File: src/rtl/mic1_run_ctrl_if.sv
`default_nettype none
// ============================================================================
// Module : mic1_run_ctrl_if
// Brief  : Command/status bundle between the debouncer side and mic1_run_ctrl
// Rev    : 1.0
// ============================================================================
interface mic1_run_ctrl_if #(
   parameter int CYC_W = 16
);
   logic             start_stop;
   logic             step;
   logic             speed_up;
   logic             speed_down;
   logic             halt;
   logic             cpu_ce;
   logic             running;
   logic [3:0]       led_speed;
   logic [CYC_W-1:0] cycle_count;

   modport master (
      output start_stop, step, speed_up, speed_down, halt,
      input  cpu_ce, running, led_speed, cycle_count
   );

   modport slave (
      input  start_stop, step, speed_up, speed_down, halt,
      output cpu_ce, running, led_speed, cycle_count
   );
endinterface
`default_nettype wire

File: src/rtl/mic1_run_ctrl.sv
`default_nettype none
// ============================================================================
// Module : mic1_run_ctrl
// Brief  : Run/step controller producing the MIC-1 core clock enable
// Rev    : 1.0
// ============================================================================
module mic1_run_ctrl #(
   parameter int BASE_DIV = 4,
   parameter int CNT_W    = 16,
   parameter int CYC_W    = 16
) (
   input wire              clk,
   input wire              reset,
   mic1_run_ctrl_if.slave  bus
);

   typedef enum logic [0:0] {
      ST_STOP = 1'b0,
      ST_RUN  = 1'b1
   } state_t;

   localparam logic [CNT_W-1:0] c_base_div = CNT_W'(BASE_DIV);

   state_t           r_state;
   state_t           w_state_nxt;
   logic [1:0]       r_spd;
   logic [1:0]       w_spd_nxt;
   logic             w_spd_chg;
   logic [CNT_W-1:0] r_presc;
   logic [CNT_W-1:0] w_presc_nxt;
   logic [CNT_W-1:0] w_period_m1;
   logic             r_cpu_ce;
   logic             w_cpu_ce_nxt;
   logic [3:0]       r_led_speed;
   logic [CYC_W-1:0] r_cycle_count;

   // Period is BASE_DIV << 2*(3-spd); for a 2-bit spd, 3-spd equals ~spd.
   assign w_period_m1 = (c_base_div << {~r_spd, 1'b0}) - CNT_W'(1);

   always_comb begin
      w_spd_nxt = r_spd;
      if (bus.speed_up && !bus.speed_down && (r_spd != 2'd3)) begin
         w_spd_nxt = r_spd + 2'd1;
      end else if (bus.speed_down && !bus.speed_up && (r_spd != 2'd0)) begin
         w_spd_nxt = r_spd - 2'd1;
      end
      w_spd_chg = (w_spd_nxt != r_spd);
   end

   always_comb begin
      w_state_nxt  = r_state;
      w_presc_nxt  = r_presc;
      w_cpu_ce_nxt = 1'b0;
      case (r_state)
         ST_STOP: begin
            w_presc_nxt = '0;
            // A start command takes priority over a coincident step.
            if (bus.start_stop && !bus.halt) begin
               w_state_nxt = ST_RUN;
            end else if (bus.step) begin
               w_cpu_ce_nxt = 1'b1;
            end
         end
         ST_RUN: begin
            if (bus.start_stop || bus.halt) begin
               w_state_nxt = ST_STOP;
               w_presc_nxt = '0;
            end else if (w_spd_chg) begin
               w_presc_nxt = '0;
            end else if (r_presc == w_period_m1) begin
               w_presc_nxt  = '0;
               w_cpu_ce_nxt = 1'b1;
            end else begin
               w_presc_nxt = r_presc + CNT_W'(1);
            end
         end
         default: begin
            w_state_nxt = ST_STOP;
            w_presc_nxt = '0;
         end
      endcase
   end

   always_ff @(posedge clk or posedge reset) begin
      if (reset) begin
         r_state       <= ST_STOP;
         r_spd         <= 2'd0;
         r_presc       <= '0;
         r_cpu_ce      <= 1'b0;
         r_led_speed   <= 4'b0001;
         r_cycle_count <= '0;
      end else begin
         r_state     <= w_state_nxt;
         r_spd       <= w_spd_nxt;
         r_presc     <= w_presc_nxt;
         r_cpu_ce    <= w_cpu_ce_nxt;
         r_led_speed <= 4'b0001 << w_spd_nxt;
         if (r_cpu_ce) begin
            r_cycle_count <= r_cycle_count + CYC_W'(1);
         end
      end
   end

   assign bus.cpu_ce      = r_cpu_ce;
   assign bus.running     = (r_state == ST_RUN);
   assign bus.led_speed   = r_led_speed;
   assign bus.cycle_count = r_cycle_count;

endmodule
`default_nettype wire

File: src/flat_wrapper.sv
// flat-port wrapper written by rule: the top's interface ports become plain ports
module mic1_run_ctrl_flat 
#(
   parameter int BASE_DIV = 4,
   parameter int CNT_W    = 16,
   parameter int CYC_W    = 16
)
  (clk, reset, bus_start_stop, bus_step, bus_speed_up, bus_speed_down, bus_halt, bus_cpu_ce, bus_running, bus_led_speed, bus_cycle_count);
  mic1_run_ctrl_if #(.CYC_W(CYC_W)) bus_i ();
  input wire clk;
  input wire reset;
  input wire logic [$bits(bus_i.start_stop)-1:0] bus_start_stop;
  input wire logic [$bits(bus_i.step)-1:0] bus_step;
  input wire logic [$bits(bus_i.speed_up)-1:0] bus_speed_up;
  input wire logic [$bits(bus_i.speed_down)-1:0] bus_speed_down;
  input wire logic [$bits(bus_i.halt)-1:0] bus_halt;
  output wire logic [$bits(bus_i.cpu_ce)-1:0] bus_cpu_ce;
  output wire logic [$bits(bus_i.running)-1:0] bus_running;
  output wire logic [$bits(bus_i.led_speed)-1:0] bus_led_speed;
  output wire logic [$bits(bus_i.cycle_count)-1:0] bus_cycle_count;
  assign bus_i.start_stop = bus_start_stop;
  assign bus_i.step = bus_step;
  assign bus_i.speed_up = bus_speed_up;
  assign bus_i.speed_down = bus_speed_down;
  assign bus_i.halt = bus_halt;
  assign bus_cpu_ce = bus_i.cpu_ce;
  assign bus_running = bus_i.running;
  assign bus_led_speed = bus_i.led_speed;
  assign bus_cycle_count = bus_i.cycle_count;
  mic1_run_ctrl #(.BASE_DIV(BASE_DIV), .CNT_W(CNT_W), .CYC_W(CYC_W)) u_core (.clk(clk), .reset(reset), .bus(bus_i));
endmodule
File: config.mk
export PLATFORM = sky130hd
export DESIGN_NAME = mic1_run_ctrl_flat
export DESIGN_NICKNAME = d
export VERILOG_FILES = /design/src/rtl/mic1_run_ctrl_if.sv /design/src/rtl/mic1_run_ctrl.sv /design/src/flat_wrapper.sv
export SDC_FILE = /design/constraint.sdc
export NUM_CORES = 1
export LEC_CHECK = 0
export BUFFER_PORTS_ARGS = -buffer_cell sky130_fd_sc_hd__buf_4
export CAP_MARGIN = 0
export CELL_PAD_IN_SITES_DETAIL_PLACEMENT = 1
export CELL_PAD_IN_SITES_GLOBAL_PLACEMENT = 2
export CORE_UTILIZATION = 35
export DETAILED_ROUTE_END_ITERATION = 12
export PLACE_DENSITY_LB_ADDON = 0.1
export REMOVE_ABC_BUFFERS = 1
export SYNTH_ARGS = -nofsm -noshare
export SYNTH_HDL_FRONTEND = slang
export SYNTH_SLANG_ARGS = --single-unit
File: constraint.sdc
create_clock -name clk -period 3.06 [get_ports clk]
set_input_delay 0.612 -clock clk [delete_from_list [all_inputs] [get_ports clk]]
set_output_delay 0.612 -clock clk [all_outputs]
set_load 0.03 [all_outputs]
==> metrics.yaml <==
run_status: "completed"
ys_ff_latch: 40
post-route-drc-count: 0
row_count: 27
ios: 29
ys_types: 40
rsz0062_at_grt: "false"
cts-resized-gates: 0
startpoint_type: "flop"
ys_top_cells_by_area: "dfrtp_1 (48%), xnor2_1 (8.6%), xor2_1 (5.6%)"
finalCriticalPeriod_ns: 2.341
root_buffer: "clkbuf_8"
synth.largest_area_cell: "dfrtp_1"
antenna_cells: 0
insertion_delay_ns: 0.29
area_growth_pct: 18.78
dr_wl_met2_mm: 2.165
arrival_ns: 2.49
dpl.hpwl_mm: 3.355
skew_ns: 0.004399
worst_pin_slew_ns: 0.9289
fillers: 645
vias: 1502
path_buf_inv: 2
crit_top_cell: "ha_1"
crit_chain: "ha_1 -> inv_1 -> ha_1 -> nor2_1 -> or4_1 -> a2111oi_4 -> buf_4 -> nor3_1"
m1WireLength_mm: 2.061
track_usage_pct: 16.21
p_leak_nw: 1.047
yosysWarningCount: 0
finalCritPeriodShare_pct: 76.51
nNetsFinal: 235
slowest_delay_ns: 0.52
drt_iter0_drc: 52
ys.flop_type: "dfrtp_1"
hold_buffers: 0
critPathRequiredTime_ns: 3.21
seq_area_frac_synth_pct: 49.47
crit_type: "flop to flop"
grt_overflow: 0
wire_per_inst_microns: 15.02
cts_tree: "built"
vias_per_cell: 5.126
path_max_fanout: 14
post_synth.cell_area_avg_sq_um: 10.77
setup_tns_ns: 0
drive_above_1_share_pct: 19.46
gp_congestion: 0.7648
ys_async_sr_fraction_pct: 100.0
antenna_found_initial: 0
synth_edf_count: 0
synth_top_cell_area_share_pct: 48.18
final_hold_viol_count: 0
power_mw: 1.662
clock_path_buffers: 2
final_max_slew_viol_count: 0
met3WireLength_microns: 121
cp_top_family: "simple AND/OR/NAND/NOR gates"
start_util_pct: 36.56
cp-end-kind: "flop"
coreArea_sq_mm: 0.005540
post_cts_buffers: 0
ir_drop_mv: 0.4013
port_buffers: 28
grt_pass1_wl_mm: 7.693
die_y_microns: 78.08
htree_levels: 2
clkTransAtPathRegs_ns: 0.08
drt_first_pass_iters: 4
hp-class: "flop to flop"
top_layer_used: "met4"
dieArea_sq_mm: 0.006096
die_w_microns: 78.08
max_slew_margin_pct: 38.00
max_freq_mhz: 427.1
drv_cap: 0
drt-total-wl_mm: 4.400
finalSetupViolCount: 0
ant_nets: 0
syn-instance-count: 188
cellPowerDensity_mw_per_mm2: 690.8
worst_path_max_delay_cell: "or4_1"
cts.sinks: 40
grt_max_degree: 26
synthesis.area_sq_mm: 0.002026
first_global_vias: 1646
numCtsBuffers: 5
==> cell usage after synthesis (2+ instances only) <==
master / count
clkbuf_1: 2
nor3b_1: 4
xnor2_1: 20
o21ai_0: 2
or3_1: 3
nor3_1: 17
a21oi_1: 2
ha_1: 8
and3_1: 4
nor2b_1: 2
nor2_1: 10
nand4_1: 7
and4_1: 4
nand3_1: 12
buf_2: 2
xor2_1: 13
dfrtp_1: 39
inv_1: 7
nand2_1: 9
==> cell usage in the layout (no fill, tap or decap), drive strengths merged, types with 3 or more instances in the layout <==
cell type / instances
nand2: 9
nand3: 12
dfrtp: 39
and4: 4
xnor2: 20
nand4: 7
inv: 7
nor2: 10
nor3b: 4
buf: 30
or3: 3
ha: 8
clkbuf: 7
xor2: 13
nor3: 17
and3: 4
==> logic make-up (layout without fill, tap and decap cells) <==
kind of cell / Yosys count / count (layout) / synth area share (%)
XOR/XNOR: 33 / 33 / 14.27
AND/OR/NAND/NOR: 80 / 80 / 21.87
multiplexers: 1 / 1 / 0.5559
adder cells (fa/ha/maj): 8 / 8 / 4.942
buffers and inverters: 12 / 45 / 2.718
AO/OA/AOI/OAI: 14 / 14 / 6.178
flip-flops: 40 / 40 / 49.48
==> state kept, by name (all words and copies together) (netlist names) <==
signal / cells
u_core.bus.cycle_count: 16
u_core.bus.led_speed: 4
u_core.bus.cpu_ce: 1
u_core.bus.running: 1
u_core.r_spd: 2
u_core.r_presc: 16
==> report_power, final <==
group | internal (mW) | switching, mW
clock | 0.183 | 0.185
sequential | 0.608 | 0.0789
combinational | 0.250 | 0.356
total | 1.04 | 0.621
==> cell type report <==
class	count	area, sq um	share of cell area, %
clock buffer	7	86.33	3.588
timing repair buffer	30	225.2	9.360
clock inverter	1	7.507	0.3120
multi-input combinational	136	968.4	40.25
tap	72	90.09	3.744
inverter	7	26.28	1.092
sequential	40	1002	41.65
==> per-stage QoR <==
stage	area (sq um)	setup slack [ns]	hold WS, ns	std cells	utilization, %
after floorplan	1997	0.7655	0.5006	183	-
after global placement	2312	0.7882	0.4631	285	41.73
after detailed placement	2312	0.6976	0.4693	285	41.73
after CTS	2406	0.6871	0.4716	293	43.43
after global routing	2406	0.5684	0.4708	293	43.43
final	2406	0.7188	0.4776	293	43.43
==> layer usage <==
layer	vias up	track usage, %
met2	23	27.46
met5	-	0
li1	720	-
met4	0	4.444
met1	754	20.88
met3	5	3.488
==> path summary, 6_finish.rpt <==
check                      slack, ns  depth (start not counted)                              startpoint                                endpoint
max                             0.72                          8               u_core.r_spd[0]$_DFF_PP0_             u_core.r_presc[3]$_DFF_PP0_
min                             0.48                          1  u_core.bus.cycle_count[15]$_DFFE_PP0P_  u_core.bus.cycle_count[15]$_DFFE_PP0P_
max reg2reg                     0.72                          8               u_core.r_spd[0]$_DFF_PP0_             u_core.r_presc[3]$_DFF_PP0_
min reg2reg                     0.48                          1  u_core.bus.cycle_count[15]$_DFFE_PP0P_  u_core.bus.cycle_count[15]$_DFFE_PP0P_
max in group asynchronous       1.77                          3                                   reset             u_core.r_presc[5]$_DFF_PP0_
min in group asynchronous       0.53                          2                                   reset            u_core.bus.running$_DFF_PP0_
Power figures use the tool's default switching activity.
